$ cat config.mk
export PLATFORM = sky130hd
export DESIGN_NAME = fwd_hazard_scoreboard
export DESIGN_NICKNAME = d
export VERILOG_FILES = /design/src/rtl/fwd_hazard_scoreboard_pkg.sv /design/src/rtl/fwd_hazard_scoreboard_src_resolve.sv /design/src/rtl/fwd_hazard_scoreboard.sv
export SDC_FILE = /design/constraint.sdc
export NUM_CORES = 1
export LEC_CHECK = 0
export CAP_MARGIN = 10
export CORE_ASPECT_RATIO = 1.1
export CORE_UTILIZATION = 55
export DETAILED_ROUTE_END_ITERATION = 12
export DONT_BUFFER_PORTS = 1
export MAX_ROUTING_LAYER = met4
export PLACE_DENSITY = 0.7
export SLEW_MARGIN = 15
export SYNTH_ARGS = -nofsm -noshare
export SYNTH_HDL_FRONTEND = slang
export SYNTH_SLANG_ARGS = --single-unit
$ cat constraint.sdc
create_clock -name clk -period 8 [get_ports clk]
set_input_delay 1.6 -clock clk [delete_from_list [all_inputs] [get_ports clk]]
set_output_delay 1.6 -clock clk [all_outputs]
set_load 0.1 [all_outputs]
$ cat src/rtl/fwd_hazard_scoreboard_pkg.sv
// Shared types and helpers for the forwarding/hazard scoreboard.
// Entry fields are fixed-width so one typedef serves every NUM_FWD up to 255.
package fwd_pkg;

  localparam int unsigned SEL_RF  = 0;
  localparam int unsigned FIELD_W = 8;

  typedef struct packed {
    logic               valid;
    logic [FIELD_W-1:0] age;
    logic [FIELD_W-1:0] lat;
  } sb_entry_t;

  function automatic logic [FIELD_W-1:0] clamp_lat(input logic [FIELD_W-1:0] lat,
                                                   input int unsigned num_fwd);
    if (lat == '0) begin
      return FIELD_W'(1);
    end else if (32'(lat) > num_fwd) begin
      return FIELD_W'(num_fwd);
    end
    return lat;
  endfunction

endpackage

$ cat src/rtl/fwd_hazard_scoreboard_src_resolve.sv
// Per-operand producer lookup: picks the youngest in-flight writer of rs and
// decides between stall, forward from stage n, or register file.
module fwd_src_resolve
  import fwd_pkg::*;
#(
  parameter int ADDR_W  = 5,
  parameter int NUM_FWD = 2,
  parameter int SEL_W   = $clog2(NUM_FWD + 1)
) (
  input  logic [ADDR_W-1:0]  rs,
  input  logic               used,
  input  sb_entry_t          ent,
  input  logic               iss_hit,
  input  logic [FIELD_W-1:0] iss_lat,
  output logic               hazard,
  output logic [SEL_W-1:0]   sel
);

  logic               have;
  logic [FIELD_W-1:0] age;
  logic [FIELD_W-1:0] lat;
  logic [FIELD_W:0]   n;

  always_comb begin
    have   = 1'b0;
    age    = '0;
    lat    = '0;
    hazard = 1'b0;
    sel    = SEL_W'(SEL_RF);
    if (used && rs != '0) begin
      if (iss_hit) begin
        have = 1'b1;
        lat  = iss_lat;
      end else if (ent.valid) begin
        have = 1'b1;
        age  = ent.age;
        lat  = ent.lat;
      end
    end
    // n is the producer's age at the moment this consumer occupies EX
    n = {1'b0, age} + 1'b1;
    if (have && n <= (FIELD_W + 1)'(NUM_FWD)) begin
      if (n < {1'b0, lat}) begin
        hazard = 1'b1;
      end else begin
        sel = SEL_W'(n);
      end
    end
  end

endmodule

$ cat src/rtl/fwd_hazard_scoreboard.sv
// Forwarding/hazard unit: per-register age/latency scoreboard, combinational
// stall, registered EX forwarding selects. Optional FWD_STALL_CNT_EN adds stall_cnt.
module fwd_hazard_scoreboard
  import fwd_pkg::*;
#(
  parameter int ADDR_W   = 5,
  parameter int NUM_REGS = 2 ** ADDR_W,
  parameter int NUM_SRC  = 2,
  parameter int NUM_FWD  = 2,
  parameter int SEL_W    = $clog2(NUM_FWD + 1),
  parameter int LAT_W    = $clog2(NUM_FWD + 1)
) (
  input  logic                        clk,
  input  logic                        rst_n,
  input  logic                        issue_valid,
  input  logic                        issue_we,
  input  logic [ADDR_W-1:0]           issue_rd,
  input  logic [LAT_W-1:0]            issue_lat,
  input  logic                        id_valid,
  input  logic [NUM_SRC*ADDR_W-1:0]   id_rs,
  input  logic [NUM_SRC-1:0]          id_rs_used,
  input  logic                        flush,
  output logic                        stall,
  output logic [NUM_SRC*SEL_W-1:0]    ex_fwd_sel
`ifdef FWD_STALL_CNT_EN
  ,
  output logic [31:0]                 stall_cnt
`endif
);

  sb_entry_t                  sb_q [NUM_REGS];
  sb_entry_t                  sb_d [NUM_REGS];
  logic                       issue_wr;
  logic [FIELD_W-1:0]         issue_lat_c;
  logic [NUM_SRC-1:0]         hazard;
  logic [NUM_SRC*SEL_W-1:0]   sel_all;
  logic [NUM_SRC*SEL_W-1:0]   ex_fwd_sel_q;
  logic [NUM_SRC*SEL_W-1:0]   ex_fwd_sel_d;

  assign issue_wr    = issue_valid & issue_we & (issue_rd != '0);
  assign issue_lat_c = clamp_lat(FIELD_W'(issue_lat), NUM_FWD);

  always_comb begin
    for (int unsigned r = 0; r < NUM_REGS; r++) begin
      sb_d[r] = sb_q[r];
      if (sb_q[r].valid) begin
        if (sb_q[r].age >= FIELD_W'(NUM_FWD)) begin
          sb_d[r] = '0;
        end else begin
          sb_d[r].age = sb_q[r].age + 1'b1;
        end
      end
      // Flush beats issue; a fresh issue beats retirement of the same rd
      if (flush) begin
        sb_d[r] = '0;
      end else if (issue_wr && issue_rd == ADDR_W'(r)) begin
        sb_d[r] = '{valid: 1'b1, age: FIELD_W'(1), lat: issue_lat_c};
      end
    end
    sb_d[0] = '0;
  end

  for (genvar i = 0; i < NUM_SRC; i++) begin : g_src
    logic [ADDR_W-1:0] rs;
    assign rs = id_rs[i*ADDR_W +: ADDR_W];

    fwd_src_resolve #(
      .ADDR_W (ADDR_W),
      .NUM_FWD(NUM_FWD),
      .SEL_W  (SEL_W)
    ) u_resolve (
      .rs     (rs),
      .used   (id_valid & id_rs_used[i]),
      .ent    (sb_q[rs]),
      .iss_hit(issue_wr && issue_rd == rs),
      .iss_lat(issue_lat_c),
      .hazard (hazard[i]),
      .sel    (sel_all[i*SEL_W +: SEL_W])
    );
  end

  assign stall = |hazard;

  always_comb begin
    ex_fwd_sel_d = sel_all;
    if (flush || stall || !id_valid) begin
      ex_fwd_sel_d = '0;
    end
  end

  always_ff @(posedge clk or negedge rst_n) begin
    if (!rst_n) begin
      for (int unsigned r = 0; r < NUM_REGS; r++) begin
        sb_q[r] <= '0;
      end
      ex_fwd_sel_q <= '0;
    end else begin
      for (int unsigned r = 0; r < NUM_REGS; r++) begin
        sb_q[r] <= sb_d[r];
      end
      ex_fwd_sel_q <= ex_fwd_sel_d;
    end
  end

  assign ex_fwd_sel = ex_fwd_sel_q;

`ifdef FWD_STALL_CNT_EN
  logic [31:0] stall_cnt_q;
  logic [31:0] stall_cnt_d;

  always_comb begin
    stall_cnt_d = stall_cnt_q;
    if (stall && stall_cnt_q != '1) begin
      stall_cnt_d = stall_cnt_q + 32'd1;
    end
  end

  always_ff @(posedge clk or negedge rst_n) begin
    if (!rst_n) begin
      stall_cnt_q <= '0;
    end else begin
      stall_cnt_q <= stall_cnt_d;
    end
  end

  assign stall_cnt = stall_cnt_q;
`endif

endmodule

==> results.cfg, run 1 <==
[global_route]
grt_pass1_wl_mm = 115.7
grtUsageTotal_pct = 37.96
overflow = 0
grt_pass1_vias = 18740
grt_max_degree = 346
antenna_found_initial = 1

[synth]
synth_edf_count = 0
avgSynthCellArea_sq_um = 10.03
synth_top_area_share_pct = 38.29
synth.area.top_cells = dfrtp_1 38%, mux4_2 11%, nor2_1 5.1%
synthCells = 2248
synth_cell_types = 83
synth-seq-cells = 345
synth_most_common_cell = dfrtp_1
async_reset_ff_share_pct = 100.0
synth-main-ff-cell = dfrtp_1
yosys_warnings = 0
netlist_area_sq_um = 22550
synth_commonest_cells = 345 x dfrtp_1, 309 x nor2_1, 158 x nand2_1, 110 x mux4_2, 96 x mux2i_1
synth-seq-area-share_pct = 38.29
yosys.area.top_type = dfrtp_1

[die]
die-area_sq_um = 41810
start_util_pct = 55.99
die_w_um = 195.1
num_rows = 77
die_h_um = 214.4
io_pins = 30
core_area_sq_um = 40270

[worst_setup_path]
path_delay_family = compound AO/OA/AOI/OAI gates
slowest_stage = mux4_1
critPathMaxFanout = 101
arrival_ps = 5850
crit_type = input pin to output port
critPathCaptureType = output port
cp-start-kind = input pin
critPathMostFrequentCell = nor2_1
worst_ep_required_time_ps = 6400
max_stage_delay_ps = 540
path_buf_inv = 2
crit_path_cell_trace = mux4_1, a22o_1, a31o_1, a31oi_2, or2_1, nor2_1, ha_1, nand2_1, nor2_1, or2_2, a21oi_1, ha_1, nand3_1, nor2_1, o211ai_1, o211ai_1, a31o_2, a211oi_1, buf_4, a21o_1, buf_12

[clock_tree]
cts_hold_buf = 0
h-tree-depth = 2
cts_tree = yes
clkTransAtPathRegs_ps = 60
cts_resized = 0
cts_buffer_depth = 3
post_cts_buffers = 0
numCtsBuffers = 39
cts.sinks = 345
cts-root-buf = clkbuf_16
clk_latency_ps = 580

[pwr]
max-vdd-ir-drop_mv = 0.1839
p_leak_nw = 10.68
p_per_area_nw_per_um2 = 160.2

[cells_and_area]
areaGrowthSynthToFinish_pct = 6.603
multi_input_area_sq_um = 12970
drive_above_1_share_pct = 11.25
nFillCells = 3315
regArea_sq_um = 8633
finalNetCount = 2306

[placed_design]
dp_hpwl_mm = 55.55
port_buffers = 0
place_congestion = 1.083

[min_path]
hp-class = flop to flop

[timing]
post-route-period-util_pct = 93.16
setup_viol = 0
hold_viol = 0
fin_tns_setup_ps = 0
tightest_slew_ps = 1148
slew_headroom_pct = 23.50
max_freq_ghz = 0.1342
rsz0062_at_grt = false
drv_slew = 0
final.min_clock_period_ps = 7453
hold_ws_ps = 513.7
skew_ps = 30.84

[detailed_routing]
wl_per_cell_um = 27.66
drt_iter0_markers = 1888
final_antenna_net_count = 0
num_vias = 19140
drtPass1Iterations = 6
drt-total-wl_mm = 75.92
drc_errors = 0
vias_per_cell = 6.974

[run_status]
status = complete, no violations

[run]
max_cap_violations = 0
==> worst reg2reg max path, cell delays in order (launching register included) <==
cell and delay, ps:
dfrtp_1 520, mux4_1 560, a22o_1 220, a31o_1 240, a31oi_2 340, or2_1 350
nor2_1 100, ha_1 250, nand2_1 100, nor2_1 60, or2_2 270, a21oi_1 200
ha_1 260, nand3_1 120, nor2_1 60, o211ai_1 90, o211ai_1 110, a31o_2 220
a211oi_1 200, buf_4 180, nor4b_1 60
==> sequential cells by signal, indices dropped and copies added, names as in the netlist <==
signal and flops:
sb_q 341, ex_fwd_sel 4
==> layout by cell type, fill, tap and decap left out, drive strengths merged, types with 12 or more instances in the layout <==
master	count
dfrtp	345
nor2	309
nand2	158
mux4	115
mux2i	97
a21oi	93
inv	92
ha	79
o21ai	61
and2	58
nor4	58
clkbuf	56
a31oi	50
nand3	49
mux2	47
nor3	42
a22o	42
a41oi	36
a22oi	34
nor2b	33
and3	31
a211o	27
a211oi	27
or3	26
o22ai	20
o211ai	19
or2	17
xnor2	16
buf	15
nand2b	14
o31ai	14
nor4b	12
==> report_power, final <==
group          internal (mW)  total (mW)  switching (mW)
clock                   1.10        1.85           0.744
combinational         0.0992       0.244           0.145
sequential              1.75        1.76          0.0112
==> layout make-up <==
type	count	share of cell area, %
multi-input combinational	1710	53.95
timing repair buffer	15	0.5205
clock inverter	14	0.7183
clock buffer	56	4.789
antenna	1	0.01041
sequential	345	35.92
inverter	91	1.421
tap	513	2.670
==> kinds of logic (layout without fill, tap and decap cells) <==
logic type / after synthesis / in the layout / share of synthesized area, %
other: 1 / 11 / 0.01663
xor gates and xnor gates: 27 / 27 / 1.049
adders and majority gates: 79 / 79 / 4.384
and+or+nand+nor: 844 / 844 / 18.28
buffers and inverters: 202 / 176 / 4.362
muxes: 259 / 259 / 18.27
AOI/OAI and AO/OA: 491 / 491 / 15.35
DFF: 345 / 345 / 38.29
==> through the flow <==
stage	cell area, sq um	util, %	power, mW	worst slack, ps	instances
finish	24040	59.69	3.851	547.2	2745
global route	24030	59.68	3.950	170.9	2744
CTS	24030	59.68	3.871	562.2	2744
detailed placement	22710	56.39	2.030	590.0	2674
global placement	22710	56.39	2.028	610.7	2674
floorplan	22580	-	2.030	462.8	2257
==> metal layers <==
metal	global-route usage (%)	share of wire (%)	vias up	wire length, um
met3	6.747	8.6	258	6534
li1	-	-	8362	-
met2	59.79	47	956	35720
met1	46.08	38	9567	28530
met5	-	0	-	0
met4	21.71	6.8	0	5127
==> final timing paths <==
path,start,to,slack [ps],cells past startpoint
worst max-delay path,id_rs[0],stall,550,21
worst min-delay path,sb_q[187]$_DFFE_PN0P_,sb_q[187]$_DFFE_PN0P_,510,2
worst max register to register,sb_q[220]$_DFF_PN0_,ex_fwd_sel[0]$_DFF_PN0_,3340,20
worst min register to register,sb_q[187]$_DFFE_PN0P_,sb_q[187]$_DFFE_PN0P_,510,2
max in group asynchronous,rst_n,sb_q[130]$_DFFE_PN0P_,6610,0
min in group asynchronous,rst_n,sb_q[353]$_DFFE_PN0P_,720,0
No activity file was read; power rests on OpenSTA's default activity.
==> run 2, diff against run 1 <==
- GPL_ROUTABILITY_DRIVEN: default -> 0
- SKIP_LAST_GASP: default -> 1
==> run 2 against run 1 <==
Compared with the run above: cell count about the same; first-iteration DRC count increased by 28%; worst setup slack got worse by 220 ps; critical endpoint unchanged; largest power group unchanged.
==> results.cfg, run 2 (synthesis results as in run 1) <==
[die]
die-area_sq_um = 41810
die_h_um = 214.4
core_area_sq_um = 40270
num_rows = 77
die_w_um = 195.1
start_util_pct = 55.99
io_pins = 30

[pwr]
max-vdd-ir-drop_mv = 0.1537
p_per_area_nw_per_um2 = 160.3
p_leak_nw = 10.68

[worst_setup_path]
critPathMaxFanout = 101
crit_path_cell_trace = mux4_1, a22o_1, a31o_1, a31oi_2, or2_1, nor2_1, ha_1, nand2_1, nor2_1, or2_2, a21oi_1, ha_1, nand3_1, nor2_1, o211ai_1, o211ai_1, a31o_2, a211oi_1, a21o_1, buf_12
path_delay_family = compound AO/OA/AOI/OAI gates
cp-start-kind = input pin
arrival_ps = 6080
slowest_stage = mux4_1
worst_ep_required_time_ps = 6400
max_stage_delay_ps = 550
critPathMostFrequentCell = nor2_1
critPathCaptureType = output port
crit_type = input pin to output port
path_buf_inv = 1

[cells_and_area]
regMostFlops = sb_q
layout_common_cells = 345 x dfrtp_1, 309 x nor2_1, 158 x nand2_1
nFillCells = 3337
finalNetCount = 2306
drive_above_1_share_pct = 11.17
regArea_sq_um = 8633
antenna_cells = 0
final_common_cell = dfrtp_1
areaGrowthSynthToFinish_pct = 6.487
largest_register_ffs = 341
multi_input_area_sq_um = 12970

[timing]
post-route-period-util_pct = 95.97
hold_viol = 0
final.min_clock_period_ps = 7677
hold_ws_ps = 509.6
fin_tns_setup_ps = 0
setup_viol = 0
skew_ps = 13.90
slew_headroom_pct = 26.85
drv_slew = 0
tightest_slew_ps = 1093
max_freq_ghz = 0.1303
rsz0062_at_grt = false

[detailed_routing]
wl_per_cell_um = 26.48
final_antenna_net_count = 0
drtPass1Iterations = 8
drt-total-wl_mm = 72.64
num_vias = 19280
vias_per_cell = 7.028
drt_iter0_markers = 2425
drc_errors = 0

[clock_tree]
clk_latency_ps = 570
cts_hold_buf = 0
clkTransAtPathRegs_ps = 60
h-tree-depth = 2
post_cts_buffers = 0
numCtsBuffers = 39
cts_buffer_depth = 3
cts-root-buf = clkbuf_16
cts_resized = 0
cts.sinks = 345
cts_tree = yes

[global_route]
grtUsageTotal_pct = 36.54
grt_pass1_wl_mm = 113.0
grt_max_degree = 346
overflow = 0
grt_pass1_vias = 19060
antenna_found_initial = 0

[run_status]
status = complete, no violations

[placed_design]
port_buffers = 0
dp_hpwl_mm = 52.51

[run]
max_cap_violations = 0

[min_path]
hp-class = flop to flop
run 2: report_power, final:
part	switching [mW]	leakage, nW	internal [mW]
logic	0.140	5.21	0.0987
clock network	0.744	0.650	1.10
registers	0.0107	4.82	1.75
run 2: worst paths after layout:
| check | start | to | slack [ps] | cells past startpoint |
|---|---|---|---|---|
| hold reg to reg | sb_q[204]$_DFFE_PN0P_ | sb_q[204]$_DFFE_PN0P_ | 510 | 2 |
| setup reg to reg | sb_q[220]$_DFF_PN0_ | ex_fwd_sel[3]$_DFF_PN0_ | 3120 | 19 |
| max in group asynchronous | rst_n | sb_q[110]$_DFFE_PN0P_ | 6550 | 0 |
| setup / recovery | id_rs[0] | stall | 320 | 20 |
| hold / removal | sb_q[204]$_DFFE_PN0P_ | sb_q[204]$_DFFE_PN0P_ | 510 | 2 |
| min in group asynchronous | rst_n | sb_q[332]$_DFFE_PN0P_ | 740 | 0 |
run 2: area by class of cell:
cell class	instances	share of cell area (%)
clock buffer	57	4.857
clock inverter	12	0.5628
inverter	91	1.423
multi-input combinational	1710	54.01
sequential	345	35.96
tap	513	2.673
timing repair buffer	15	0.5211
run 2: layer usage:
layer | vias to the layer above | wire, um | GRT usage (%)
li1 | 8357 | - | -
met1 | 9492 | 26370 | 44.24
met2 | 1139 | 33510 | 55.18
met3 | 289 | 7349 | 7.880
met4 | 0 | 5408 | 24.12
met5 | - | 0 | -
run 2: stage by stage:
stage          total power [mW]  area (sq um)  worst slack, ps  instances  utilization [%]
3_3_place_gp              2.019         22710            526.4       2674            56.38
4_1_cts                   3.862         24010            379.6       2743            59.62
6_report                  3.848         24010            322.6       2743            59.62
2_1_floorplan             2.030         22580            462.8       2257                -
5_1_grt                   3.955         24010            40.80       2743            59.62
3_5_place_dp              2.023         22710            383.1       2674            56.38
run 2: tightest hold or removal path: stages (launching register included):
cell and delay (ps):
dfrtp_1 360, nand2_1 50, o21ai_0 60
